## src/rtl/cam_pipe.sv

```systemverilog
// cam_pipe: DEPTH-entry content-addressable memory with 1-cycle read and
// search responses and registered occupancy count / full / empty flags.
module cam_pipe #(
  parameter int unsigned DATA_WIDTH = 32,
  parameter int unsigned DEPTH_LOG2 = 5
) (
  input  logic                  clk,
  input  logic                  reset_i,
  input  logic                  read_i,
  input  logic [DEPTH_LOG2-1:0] read_index_i,
  input  logic                  write_i,
  input  logic [DEPTH_LOG2-1:0] write_index_i,
  input  logic [DATA_WIDTH-1:0] write_data_i,
  input  logic                  invalidate_i,
  input  logic [DEPTH_LOG2-1:0] invalidate_index_i,
  input  logic                  search_i,
  input  logic [DATA_WIDTH-1:0] search_data_i,
  output logic                  read_valid_o,
  output logic [DATA_WIDTH-1:0] read_value_o,
  output logic                  search_valid_o,
  output logic                  search_hit_o,
  output logic [DEPTH_LOG2-1:0] search_index_o,
  output logic                  search_multi_o,
  output logic [DEPTH_LOG2:0]   count_o,
  output logic                  full_o,
  output logic                  empty_o
);

  localparam int unsigned DEPTH = 1 << DEPTH_LOG2;
  localparam logic [DEPTH_LOG2:0] FULL_COUNT = (DEPTH_LOG2+1)'(DEPTH);

  logic [DATA_WIDTH-1:0] r_data [DEPTH];
  logic [DEPTH-1:0]      r_valid;
  logic [DEPTH_LOG2:0]   r_count;
  logic                  r_full;
  logic                  r_empty;
  logic                  r_read_valid;
  logic [DATA_WIDTH-1:0] r_read_value;
  logic                  r_search_valid;
  logic                  r_search_hit;
  logic [DEPTH_LOG2-1:0] r_search_index;
  logic                  r_search_multi;

  logic [DEPTH-1:0]      w_match;
  logic                  w_hit;
  logic                  w_multi;
  logic [DEPTH_LOG2-1:0] w_index;
  logic                  w_add;
  logic                  w_sub;
  logic [DEPTH_LOG2:0]   w_count_next;

  // Parallel key compare against every valid entry; lowest match wins.
  always_comb begin
    w_hit   = 1'b0;
    w_multi = 1'b0;
    w_index = '0;
    for (int unsigned i = 0; i < DEPTH; i++) begin
      w_match[i] = r_valid[i] && (r_data[i] == search_data_i);
      if (w_match[i]) begin
        if (w_hit) begin
          w_multi = 1'b1;
        end else begin
          w_hit   = 1'b1;
          w_index = DEPTH_LOG2'(i);
        end
      end
    end
  end

  // Occupancy delta: a write to the invalidated index wins, so that
  // invalidate must not decrement.
  always_comb begin
    w_add        = write_i && !r_valid[write_index_i];
    w_sub        = invalidate_i && r_valid[invalidate_index_i] &&
                   !(write_i && (write_index_i == invalidate_index_i));
    w_count_next = r_count + (DEPTH_LOG2+1)'(w_add) - (DEPTH_LOG2+1)'(w_sub);
  end

  // Entry data storage; no reset needed since valid bits gate all use.
  always_ff @(posedge clk) begin
    if (!reset_i && write_i) begin
      r_data[write_index_i] <= write_data_i;
    end
  end

  // Valid bits and occupancy; write is applied after invalidate so it wins.
  always_ff @(posedge clk) begin
    if (reset_i) begin
      r_valid <= '0;
      r_count <= '0;
      r_full  <= 1'b0;
      r_empty <= 1'b1;
    end else begin
      if (invalidate_i) begin
        r_valid[invalidate_index_i] <= 1'b0;
      end
      if (write_i) begin
        r_valid[write_index_i] <= 1'b1;
      end
      r_count <= w_count_next;
      r_full  <= (w_count_next == FULL_COUNT);
      r_empty <= (w_count_next == '0);
    end
  end

  // Read and search responses, sampled from pre-edge state.
  always_ff @(posedge clk) begin
    if (reset_i) begin
      r_read_valid   <= 1'b0;
      r_read_value   <= '0;
      r_search_valid <= 1'b0;
      r_search_hit   <= 1'b0;
      r_search_index <= '0;
      r_search_multi <= 1'b0;
    end else begin
      r_read_valid   <= read_i && r_valid[read_index_i];
      r_read_value   <= (read_i && r_valid[read_index_i]) ? r_data[read_index_i] : '0;
      r_search_valid <= search_i;
      r_search_hit   <= search_i && w_hit;
      r_search_index <= search_i ? w_index : '0;
      r_search_multi <= search_i && w_multi;
    end
  end

  assign read_valid_o   = r_read_valid;
  assign read_value_o   = r_read_value;
  assign search_valid_o = r_search_valid;
  assign search_hit_o   = r_search_hit;
  assign search_index_o = r_search_index;
  assign search_multi_o = r_search_multi;
  assign count_o        = r_count;
  assign full_o         = r_full;
  assign empty_o        = r_empty;

endmodule

```

## config.mk

```make
export PLATFORM = sky130hd
export DESIGN_NAME = cam_pipe
export DESIGN_NICKNAME = d
export VERILOG_FILES = /design/src/rtl/cam_pipe.sv
export SDC_FILE = /design/constraint.sdc
export NUM_CORES = 2
export LEC_CHECK = 0
export CORE_AREA = 2 2 322 324
export CTS_BUF_LIST = sky130_fd_sc_hd__clkbuf_16
export DETAILED_ROUTE_END_ITERATION = 10
export DIE_AREA = 0 0 324 326
export PLACE_DENSITY = 0.76
export SLEW_MARGIN = 10
export SYNTH_ARGS = -nofsm -noshare
export SYNTH_HDL_FRONTEND = slang
export SYNTH_SLANG_ARGS = --single-unit
```

## constraint.sdc

```tcl
create_clock -name clk -period 13.4 [get_ports clk]
set_input_delay 2.68 -clock clk [delete_from_list [all_inputs] [get_ports clk]]
set_output_delay 2.68 -clock clk [all_outputs]
set_load 0.01 [all_outputs]
```

### Word-level counts from Yosys, hierarchy flattened

Memory sizes are Yosys's and may differ from the RTL's. A register that Yosys moved wholly into a read port is not among the register bits.
Index checks and enable logic that the tools add are counted.

| word-level totals | value |
|---|---|
| register bits after elaboration | 49 |
| RAM bits | 1024 |
| output and inout bits | 49 |
| memories | 1 |

| operators by class | value |
|---|---|
| add/subtract/negate cells | 2 |
| order comparisons | 5 |
| equality and inequality tests | 34 |
| multiplexer cells | 171 |
| bitwise logic cells | 5 |
| reductions and logical operators | 48 |

Memories:

| name | depth | width | rd ports | clocked after memory_dff | wr ports | RTL line | RTL |
|---|---|---|---|---|---|---|---|
| r_data | 32 | 32 | 33 | 1 | 1 | 32 | `logic [DATA_WIDTH-1:0] r_data [DEPTH];` |

Operators by type and width:

| operator | number |
|---|---|
| $eq A32 B32 Y1 | 32 |
| $mux W5 | 60 |
| $mux W1 | 103 |
| $mux W32 | 3 |
| $logic_and A1 B1 Y1 | 42 |
| $and A32 B32 Y32 | 1 |
| $not A32 Y32 | 1 |
| $or A32 B32 Y32 | 1 |
| $lt A5 B6 Y1 const B | 3 |
| $bmux W1 S5 | 3 |
| $demux W1 S5 | 2 |
| $ge A5 B1 Y1 const B | 2 |
| $add A6 B1 Y6 | 1 |
| $eq A6 B6 Y1 const B | 1 |
| $logic_not A6 Y1 | 1 |
| $sub A6 B1 Y6 | 1 |
| $eq A5 B5 Y1 | 1 |
| $reduce_or A2 Y1 | 2 |
| $logic_not A1 Y1 | 3 |
| $not A1 Y1 | 2 |

### Longest topological paths before layout

An unclocked memory read counts as a cell.

| depth | value |
|---|---|
| depth after elaboration | 67 |
| mapped depth | 20 |

### Worst setup path before layout

No wires, ideal clock.

| timing | value |
|---|---|
| path type | input to register |
| start point | input port write_index_i[0] |
| end point | register r_full (netlist: full_o) |
| data arrival time | 6.108 ns |
| data required time | 13.341 ns |
| slack | 7.232 ns |
| stages | 17 |
| buffers on the path | 1 |
| cells stage by stage | clkbuf_1 -> mux4_2 -> mux4_2 -> o21ai_0 -> nand3_1 -> ha_1 -> inv_1 -> ha_1 -> inv_1 -> fa_1 -> inv_1 -> a21o_1 -> a21oi_1 -> xor2_1 -> nand2_1 -> nor4bb_1 -> and2_1 |

| on the way | value |
|---|---|
| cells in the longest elaborated chain, start to end | 7 |
| elaborated cells between the ends (all ways) | 11 |

Ends and longest elaborated chain:

| what | RTL line | RTL |
|---|---|---|
| start, declared | 12 | `input logic [DEPTH_LOG2-1:0] write_index_i,` |
| $bmux W1 S5 | 73 | `w_add = write_i && !r_valid[write_index_i];` |
| $mux W1 (not written as such) | 73 |  |
| $logic_not A1 Y1 | 73 |  |
| $logic_and A1 B1 Y1 | 73 |  |
| $add A6 B1 Y6 | 76 | `w_count_next = r_count + (DEPTH_LOG2+1)'(w_add) - (DEPTH_LOG2+1)'(w_sub);` |
| $sub A6 B1 Y6 * | 76 |  |
| $eq A6 B6 Y1 * | 101 | `r_full <= (w_count_next == FULL_COUNT);` |
| end signal, assigned | 101 |  |
| end, declared | 35 | `logic r_full;` |

Every way passes the cells marked *; elsewhere a longest branch is shown, timed or not. The select of a mux whose other input is x is not followed.
A chain may end at the register's enable or synchronous reset.

### Final worst setup path

Ends and elaborated chain as after synthesis.

==> run summary <==
Status -> finished, final reports clean
Crit Path Category -> input pin to flip-flop
Required time of the critical path -> 14.06 ns
Setup TNS -> 0 ns
Layout Cells excl Fill -> 5092
Max Fclk -> 158 MHz
Vias in the first global route -> 34100
Instance count after placement with tap cells included -> 4868
Number of vias after detailed routing -> 36300
Detailed Place HPWL -> 136000 um
Startpoint of the worst setup timing path -> write_index_i[0]
Worst EP arrival -> 6.99 ns
Core Footprint -> 103000 sq um
Number of antenna violations at the first check in global routing -> 31
Wire length of the first global-routing pass -> 281000 um
DRC marker count from the first detailed-route iteration -> 6891
Via count normalized by instance count -> 7.12
Area delta synth->final -> 10.2%
Mapped Cells -> 3512
Largest area contributor in the netlist -> edfxtp_1
Final setup vio count -> 0
Mapped Area -> 55800 sq um
Standard-cell row count -> 118
Final number of hold-violating endpoints -> 0
Crit start category -> input pin
Post-detailed-route wirelength per cell -> 40.6 um
Post-synthesis register bit count -> 1105
H-tree depth reported by CTS -> 3
TritonCTS buffer count -> 114
Hold_ws -> 0.578 ns
Highest net fanout along the worst path -> 13
Resize count post-CTS -> 0
I/O pin total -> 134
Share of the synthesized area in the top cell type -> 0.552
Hold crit path type -> flip-flop to flip-flop
Area taken by multi-input logic gates -> 21800 sq um
Buffers added on ports -> 133
Cell with the biggest individual delay on the critical path -> clkdlybuf4s50_1
Max transition margin -> 0.146
Sequential element share of the synthesized area -> 0.581
Die Area -> 106000 sq um
Leakage power -> 19.5 nW
Peak supply drop -> 99.9 uV
Die X-Extent -> 324 um
Power density over the cells -> 128 nW/um^2
Slew @ Worst Pin -> 1.28 ns
R2R depth -> 16
MaxCap Viol Count -> 0
Ys Warns -> 0
Pins over their slew limit -> 0
RSZ-0062 raised after global routing -> no
Clock transition at the registers of the reported paths -> 0.06 ns
CP endpoint kind -> flip-flop
Library cells used by synthesis -> 76
Mean area per synthesized cell -> 15.9 sq um
Ys async rst share -> 0
EDFF count, synth -> 1024
Min Clock Period, post-route -> 6.33 ns
Worst setup slack after layout -> 7.07 ns
Fraction of final layout cells with drive strength greater than 1 -> 0.188
Post-route ant nets -> 0
Pin count of the biggest net entering global routing -> 142
Total global routing overflow -> 0
Total power of the final layout -> 0.00786 W
Fraction of the cycle the final worst path needs -> 0.473
Number of hold buffers added after CTS -> 0
Pre-CTS setup slack -> 6.34 ns
Last weighted congestion value of the routability-driven placer -> 0.999
Syn nets -> 3604
Nets -> 3696
CTS tree -> yes
Number of buffers between clock root and the deepest sink -> 3
Worst setup skew after layout -> 0.0245 ns
Most instantiated flip-flop cell in the synthesis netlist -> edfxtp_1
Top cells by area in the synthesized netlist -> edfxtp_1, mux4_2, xor2_1
Max stage delay on crit path -> 0.94 ns
Most frequent cells in the layout -> edfxtp_1, xor2_1, xnor2_1, mux4_2, nor4_1
Reg-to-Reg Start -> r_valid[9]$_SDFF_PP0_
Reg-to-reg endpoint -> full_o$_SDFF_PP0_
Effective utilization at floorplan -> 0.543
Root buf cell -> clkbuf_16
Worst R2R Setup Slack -> 9.50 ns
Setup Fix Bufs, Post-CTS -> 0
DRT Wirelength -> 207000 um
FILL cells -> 7690
Clock latency at the later pin of the worst-skew pair -> 0.73 ns
Cells along the critical path -> clkdlybuf4s50_1, mux4_2, mux4_2, o21ai_0, nand3_1, ha_1, inv_1, ha_1, inv_1, fa_1, inv_1, a21o_1, a21oi_1, xor2_1, nand2_1, nor4bb_1, and2_1
Die Ht -> 326 um
Overall routing resource usage -> 0.392
Total number of clock tree sinks -> 1105
Cell occurring most often along the worst timing path -> inv_1
Sequential Area -> 32400 sq um
Final routed DRC violation total -> 0
Detailed-routing iteration count for the pre-antenna-repair pass -> 6
End point of the critical path -> full_o$_SDFF_PP0_
Most common cell after layout, fill and taps aside -> edfxtp_1
-- worst min-delay path by stage --
stage / slack (ns) / startpoint / cells after the start / end
2_1_floorplan: 0.49 / r_valid[10]$_SDFF_PP0_ / 2 / r_valid[10]$_SDFF_PP0_
3_3_place_gp: 0.55 / r_valid[17]$_SDFF_PP0_ / 2 / r_valid[17]$_SDFF_PP0_
3_5_place_dp: 0.56 / r_valid[17]$_SDFF_PP0_ / 2 / r_valid[17]$_SDFF_PP0_
4_1_cts: 0.57 / r_valid[18]$_SDFF_PP0_ / 2 / r_valid[18]$_SDFF_PP0_
5_1_grt: 0.62 / r_valid[17]$_SDFF_PP0_ / 2 / r_valid[17]$_SDFF_PP0_
6_report: 0.58 / r_valid[18]$_SDFF_PP0_ / 2 / r_valid[18]$_SDFF_PP0_
-- state kept, by name (all words and copies together), names as in the netlist --
signal / count
count_o: 6
full_o: 1
r_valid: 32
search_multi_o: 1
empty_o: 1
search_index_o: 5
read_value_o: 32
r_data: 1024
search_hit_o: 1
read_valid_o: 1
search_valid_o: 1
-- synth_stat cells (14+ instances only) --
cell,count
edfxtp_1,1024
xor2_1,520
xnor2_1,513
mux4_2,347
nor4_1,136
nand4_1,129
nor2_1,85
dfxtp_1,81
clkbuf_1,71
buf_6,65
nand3_1,63
o21ai_0,60
nand2_1,48
buf_4,44
nor3_1,33
mux2i_1,32
buf_1,28
inv_1,25
nand3b_1,25
nor2b_1,23
a21oi_1,14
and3_1,14
-- layer usage --
layer / vias to the layer above / GRT usage / part of all wire
li1: 13700 / - / -
met1: 18300 / 0.528 / 0.34
met2: 3684 / 0.543 / 0.42
met3: 570 / 0.179 / 0.19
met4: 24 / 0.178 / 0.056
met5: - / 0 / 0.00084
-- through the flow --
stage               cell area (sq um)  utilization
floorplan                       55800            -
global placement                57700        0.563
detailed placement              57700        0.563
CTS                             61400        0.599
global route                    61400        0.599
finish                          61500        0.599
-- kinds of logic after synthesis --
kind of cell | Yosys count | share of synthesized area
buffers and inverters | 255 | 0.0318
multiplexers | 382 | 0.147
AND/OR/NAND/NOR | 611 | 0.0631
AO/OA/AOI/OAI | 115 | 0.0131
flip-flops | 1105 | 0.581
XOR/XNOR | 1034 | 0.163
adder cells (fa/ha/maj) | 10 | 0.00224
-- area by class of cell --
type,instances,share of cell area
multi-input cells,2152,0.355
diodes,10,0.000407
well taps,1380,0.0281
clock inverters,99,0.0134
repair buffers,206,0.0276
inverters,25,0.00153
flip-flops and latches,1105,0.527
clock buffers,115,0.0468
-- worst max-delay path, delay by kind of cell --
family | cells | cell delay (ns)
compound gates | 3 | 0.35
fa+ha+maj | 3 | 0.87
mux | 2 | 1.07
simple gates | 4 | 0.70
xor+xnor | 1 | 0.19
buf+inv | 4 | 1.13
-- power breakdown --
group          switching (W)  internal (W)
Combinational       0.000538      0.000286
Sequential         0.0000256       0.00380
Clock                0.00140       0.00181
Total                0.00197       0.00589
Note: power is estimated with default switching activity, not from simulation.
